`config.mk`:
```
export PLATFORM = sky130hd
export DESIGN_NAME = rom_stream_reader_flat
export DESIGN_NICKNAME = d
export VERILOG_FILES = /design/src/rtl/rom_stream_reader_if.sv /design/src/rtl/rom_stream_reader.sv /design/src/flat_wrapper.sv
export SDC_FILE = /design/constraint.sdc
export NUM_CORES = 1
export LEC_CHECK = 0
export BUFFER_PORTS_ARGS = -buffer_cell sky130_fd_sc_hd__buf_2
export CAP_MARGIN = 15
export CORE_MARGIN = 2
export CORE_UTILIZATION = 50
export CTS_CLUSTER_SIZE = 14
export DETAILED_ROUTE_END_ITERATION = 6
export PLACE_DENSITY = 0.82
export SYNTH_ARGS = -nofsm -noshare
export SYNTH_HDL_FRONTEND = slang
export SYNTH_SLANG_ARGS = --single-unit
```
`constraint.sdc`:
```
create_clock -name clk -period 2.4 [get_ports clk]
set_clock_uncertainty 0.2 [all_clocks]
set_input_delay 0.36 -clock clk [delete_from_list [all_inputs] [get_ports clk]]
set_output_delay 0.36 -clock clk [all_outputs]
set_load 0.05 [all_outputs]
```
`src/rtl/rom_stream_reader_if.sv`:
```
// Valid/ready word stream carrying ROM table data to a consumer; m_last marks a command's final word.
interface rom_stream_reader_if #(
  parameter int WIDTH = 8
) ();
  logic [WIDTH-1:0] m_data;
  logic             m_valid;
  logic             m_ready;
  logic             m_last;

  modport master (output m_data, output m_valid, output m_last, input m_ready);
  modport slave  (input m_data, input m_valid, input m_last, output m_ready);
endinterface

```
`src/rtl/rom_stream_reader.sv`:
```
// Sweeps a wrapping ROM address range and streams the words out; first word valid 3 edges after start.
// Reads are credit-limited so the 2-entry skid buffer never overflows under m_ready backpressure.
module rom_stream_reader #(
  parameter int WIDTH     = 8,
  parameter int DEPTH     = 16,
  parameter int DEPTH_LOG = $clog2(DEPTH)
) (
  input  logic                 clk,
  input  logic                 rst,
  input  logic                 start,
  input  logic [DEPTH_LOG-1:0] base_addr,
  input  logic [DEPTH_LOG:0]   count,
  output logic                 busy,
  output logic                 done,
  output logic [DEPTH_LOG-1:0] addr_rd,
  input  logic [WIDTH-1:0]     rom_data,
  rom_stream_reader_if.master  m
);
  localparam int AW = DEPTH_LOG;
  localparam int CW = DEPTH_LOG + 1;

  typedef enum logic [1:0] {S_IDLE, S_RUN, S_DRAIN, S_DONE} state_e;

  state_e         state_q, state_d;
  logic [CW-1:0]  issue_rem_q, issue_rem_d;
  logic [CW-1:0]  out_rem_q, out_rem_d;
  logic [AW-1:0]  addr_q, addr_d;
  logic           inflight_q;
  logic [1:0]     occ_q, occ_d;
  logic [WIDTH-1:0] buf0_q, buf0_d, buf1_q, buf1_d;
  logic [2:0]     used;
  logic           pop, push, issue;

  assign pop   = m.m_valid & m.m_ready;
  assign push  = inflight_q;
  assign used  = 3'(occ_q) + 3'(inflight_q);
  // Credit: buffered plus in-flight words, net of this cycle's pop, must stay below two.
  assign issue = (state_q == S_RUN) && (issue_rem_q != '0) && (used < (3'd2 + 3'(pop)));

  always_comb begin
    state_d     = state_q;
    issue_rem_d = issue_rem_q;
    out_rem_d   = out_rem_q;
    addr_d      = addr_q;
    case (state_q)
      S_IDLE: begin
        if (start) begin
          if (count != '0) begin
            state_d     = S_RUN;
            issue_rem_d = count;
            out_rem_d   = count;
            addr_d      = base_addr;
          end else begin
            state_d = S_DONE;
          end
        end
      end
      S_RUN, S_DRAIN: begin
        if (issue) begin
          issue_rem_d = issue_rem_q - CW'(1);
          addr_d      = (addr_q == AW'(DEPTH - 1)) ? '0 : addr_q + AW'(1);
        end
        if (state_q == S_RUN && issue_rem_d == '0) state_d = S_DRAIN;
        if (pop) out_rem_d = out_rem_q - CW'(1);
        // Final handshake moves straight to DONE so done lands one cycle after m_last.
        if (out_rem_d == '0) state_d = S_DONE;
      end
      S_DONE:  state_d = S_IDLE;
      default: state_d = S_IDLE;
    endcase
  end

  always_comb begin
    occ_d  = occ_q;
    buf0_d = buf0_q;
    buf1_d = buf1_q;
    case ({push, pop})
      2'b10: begin
        if (occ_q == 2'd0) buf0_d = rom_data;
        else               buf1_d = rom_data;
        occ_d = occ_q + 2'd1;
      end
      2'b01: begin
        buf0_d = buf1_q;
        occ_d  = occ_q - 2'd1;
      end
      2'b11: begin
        if (occ_q == 2'd1) begin
          buf0_d = rom_data;
        end else begin
          buf0_d = buf1_q;
          buf1_d = rom_data;
        end
      end
      default: ;
    endcase
  end

  always_ff @(posedge clk) begin
    if (rst) begin
      state_q     <= S_IDLE;
      issue_rem_q <= '0;
      out_rem_q   <= '0;
      addr_q      <= '0;
      inflight_q  <= 1'b0;
      occ_q       <= 2'd0;
      buf0_q      <= '0;
      buf1_q      <= '0;
    end else begin
      state_q     <= state_d;
      issue_rem_q <= issue_rem_d;
      out_rem_q   <= out_rem_d;
      addr_q      <= addr_d;
      inflight_q  <= issue;
      occ_q       <= occ_d;
      buf0_q      <= buf0_d;
      buf1_q      <= buf1_d;
    end
  end

  assign busy      = (state_q == S_RUN) || (state_q == S_DRAIN);
  assign done      = (state_q == S_DONE);
  assign addr_rd   = addr_q;
  assign m.m_data  = buf0_q;
  assign m.m_valid = (occ_q != 2'd0);
  assign m.m_last  = m.m_valid && (out_rem_q == CW'(1));
endmodule

```
`src/flat_wrapper.sv`:
```
// flat-port wrapper written by rule: the top's interface ports become plain ports
module rom_stream_reader_flat 
#(
  parameter int WIDTH     = 8,
  parameter int DEPTH     = 16,
  parameter int DEPTH_LOG = $clog2(DEPTH)
)
  (clk, rst, start, base_addr, count, busy, done, addr_rd, rom_data, m_m_data, m_m_valid, m_m_last, m_m_ready);
  rom_stream_reader_if #(.WIDTH(WIDTH)) m_i ();
  input  logic clk;
  input  logic rst;
  input  logic start;
  input  logic [DEPTH_LOG-1:0] base_addr;
  input  logic [DEPTH_LOG:0] count;
  output logic busy;
  output logic done;
  output logic [DEPTH_LOG-1:0] addr_rd;
  input  logic [WIDTH-1:0] rom_data;
  output wire logic [$bits(m_i.m_data)-1:0] m_m_data;
  output wire logic [$bits(m_i.m_valid)-1:0] m_m_valid;
  output wire logic [$bits(m_i.m_last)-1:0] m_m_last;
  input wire logic [$bits(m_i.m_ready)-1:0] m_m_ready;
  assign m_m_data = m_i.m_data;
  assign m_m_valid = m_i.m_valid;
  assign m_m_last = m_i.m_last;
  assign m_i.m_ready = m_m_ready;
  rom_stream_reader #(.WIDTH(WIDTH), .DEPTH(DEPTH), .DEPTH_LOG(DEPTH_LOG)) u_core (.clk(clk), .rst(rst), .start(start), .base_addr(base_addr), .count(count), .busy(busy), .done(done), .addr_rd(addr_rd), .rom_data(rom_data), .m(m_i));
endmodule
```
==> flow_summary.yaml <==
sta:
  drv_slew: 0
  fmax_mhz: 430
  slew_headroom_pct: 55.7
  hold_violations: 0
  whs_ns: 0.116
  setup_ws_ns: 0.0750
  finalCriticalPeriod_ns: 2.33
  fin_crit_sh_pct: 96.9
  finalSetupTns_ns: 0
  worst-slew-pin-transition_ns: 0.665
  setup_viol: 0
floorplan:
  num_rows: 23
  io_pins: 37
  core-area_um2: 4060
  die_y_um: 69.3
  die_w_um: 69.3
  initial_core_util_pct: 52.6
  die_area_um2: 4810
worst_setup_path:
  cp_data_required_time_ns: 1.84
  worst-path-buf-inv: 3
  crit_path_max_incr_delay_ns: 0.43
  path_delay_family: "buffers and inverters"
  path_class: "flop to output port"
  path_max_fanout: 17
  cp.arrival_ns: 1.77
  cp-startpoint: "u_core.state_q[0]$_SDFFE_PP0P_"
  cp-start-kind: "flop"
  reg2reg_from: "u_core.occ_q[0]$_SDFFE_PP0P_"
  end_kind: "output port"
  path_cells: "inv_1, ha_2, buf_4, buf_2"
  cp_slowest_cell: "ha_2"
final_layout:
  finalNetCount: 326
  fin_util_pct: 62.4
  stdcell_count: 341
  drive_above_1_share_pct: 24.7
  synthToLayoutAreaGrowth_pct: 18.6
  antenna_cells: 0
  final_area_um2: 2530
power_and_ir_drop:
  clkPwrFrac_pct: 13.5
  internal_power_mw: 2.02
  power.share.switching_pct: 50.2
  p_per_area_nw_per_um2: 1600
  p_leak_nw: 1.10
  p_switching_mw: 2.03
  power_mw: 4.05
  p_seq_share_pct: 24.4
  p_comb_share_pct: 62.2
  peakVddDrop_mv: 1.29
global_routing:
  grt_pass1_wl_mm: 8.23
  grt_start_max_net_pins: 38
  antenna_found_initial: 0
  grtUsageMet2_pct: 33.4
  overflow: 0
  use_met3_pct: 4.36
  grt_pass1_vias: 1787
  grtUsageTotal_pct: 20.7
  grt.busiest_layer: "met2"
  grtUsageMet1_pct: 27.2
clock_network:
  cts_tree: "yes"
  cts_root_buf: "clkbuf_8"
  cts.clk_slew.worst_paths_ns: 0.08
  cts_inserted_buffers: 5
  clock-sinks: 35
  clk_latency_ns: 0.29
  post_cts_buffers: 0
  cts_buffer_depth: 2
  ctsHoldBuffers: 0
  cts.htree.levels: 2
place:
  placed_area_um2: 2350
  placed_cells: 333
  dp_slack_ns: -0.00968
  portBuffers: 36
  place_congestion: 0.935
  hpwlAfterDp_mm: 3.50
logic_synthesis:
  async_flop_share_pct: 0
  yosys-top-cells-area: "dfxtp_1, ha_1, nor2_1"
  synth-edff-count: 0
  synth_fp_nets: 289
  yosysTopAreaCell: "dfxtp_1"
  synth-seq-cells: 35
  yosysWarnings: 0
  ys.flop_type: "dfxtp_1"
  synthCells: 253
  synth_seq_area_share_pct: 32.8
  yosysUniqueCellTypes: 52
  avgSynthCellArea_um2: 8.44
  netlist.area_leader.share_pct: 32.8
  syn_area_um2: 2130
routing:
  routed_wl_mm: 5.22
  num_vias: 2004
  drt.antenna.violating_nets: 0
  drt_first_pass_iters: 7
  wl_per_cell_um: 15.3
  drc: 0
  first_iter_violations: 126
  vias_per_cell: 5.88
min_path:
  holdCritStartpoint: "rom_data[4]"
  hold_class: "primary input to flop"
run_status:
  run_status: "finished clean"
flow_run:
  cap_viol_max_count: 0
-- final cells by class --
type / instances / area (um^2)
fillers: 337 / 1530
multi-input cells: 189 / 1370
flip-flops and latches: 35 / 701
repair buffers: 40 / 210
inverters: 19 / 73.8
clock buffers: 5 / 68.8
well taps: 50 / 62.6
clock inverters: 3 / 43.8
-- state kept, by name, summed over array words and instances (netlist names) --
name                flops
u_core.state_q          2
u_core.occ_q            2
u_core.buf1_q           8
u_core.inflight_q       1
u_core.out_rem_q        5
u_core.addr_rd          4
u_core.m.m_data         8
u_core.issue_rem_q      5
-- final timing paths --
kind,to,slack (ns),cells after the start
setup / recovery,busy,0.07,4
hold / removal,u_core.buf1_q[4]$_SDFFE_PP0P_,0.12,3
setup reg to reg,u_core.state_q[1]$_SDFFE_PP0P_,0.09,9
hold reg to reg,u_core.m.m_data[5]$_SDFFE_PP0P_,0.30,2
-- layer usage --
| layer | wire, um | share of wire, % |
|---|---|---|
| met2 | 2500 | 48 |
| met3 | 316 | 6.1 |
| met5 | 0 | 0 |
| met4 | 70 | 1.3 |
| met1 | 2330 | 45 |
-- cell usage in the layout (no fill, tap or decap), drive strengths merged, types with 2 or more instances in the layout --
cell,n
buf,40
a221oi,2
and3,2
xnor2,2
mux2i,10
nand2,14
o21a,2
nor3b,3
dfxtp,35
nand2b,4
a222oi,8
a21oi,17
o32ai,2
and2,2
clkinv,2
a311oi,2
or3,2
ha,15
nand3,4
nor2b,5
a21o,4
nor2,28
o21ai,17
inv,19
o211ai,6
nor3,15
clkbuf,5
a31o,2
and2b,2
a211oi,6
xor2,2
-- synthesized netlist by cell type, types with 2 or more instances --
master    instances
a211oi_1          6
a21o_1            4
a21oi_1          16
a222oi_1          8
a311oi_1          2
a31o_2            2
and2b_1           2
and3_1            2
clkbuf_1          6
dfxtp_1          35
ha_1             15
inv_1            18
mux2i_1          10
nand2_1          14
nand2b_1          3
nand3_1           4
nor2_1           28
nor2b_1           5
nor3_1           15
nor3b_1           2
o211ai_1          4
o211ai_2          2
o21a_1            2
o21ai_0          16
o32ai_1           2
or3_1             2
xnor2_1           2
xor2_1            2
-- logic make-up (layout without fill, tap and decap cells) --
kind of cell | after synthesis | count (layout) | share of synthesized area (%)
AOI/OAI and AO/OA | 73 | 73 | 24.6
xor gates and xnor gates | 4 | 4 | 1.64
adders and majority gates | 15 | 15 | 8.79
buffers and inverters | 29 | 67 | 6.21
DFF | 35 | 35 | 32.8
muxes | 10 | 10 | 4.69
and+or+nand+nor | 87 | 87 | 21.2
-- tightest hold or removal path, stage by stage --
cell and delay (ns):
buf_2 0.09, mux2i_1 0.06, nor2_1 0.07
-- power by group through the flow --
stage / clock [mW] / combinational (mW) / sequential, mW
5_1_grt: 0.573 / 2.72 / 1.02
3_3_place_gp: 0 / 2.30 / 0.980
3_5_place_dp: 0 / 2.33 / 0.986
2_1_floorplan: 0 / 1.62 / 1.24
4_1_cts: 0.549 / 2.36 / 0.976
6_report: 0.545 / 2.52 / 0.987
-- what timing repair did --
| item | CTS | global route |
|---|---|---|
| resized for setup | 1 | 18 |
| pin swaps | 0 | 3 |
| endpoints found under the setup margin | 15 | 26 |
| gates cloned | 0 | 0 |
(Power assumes the default switching activity.)
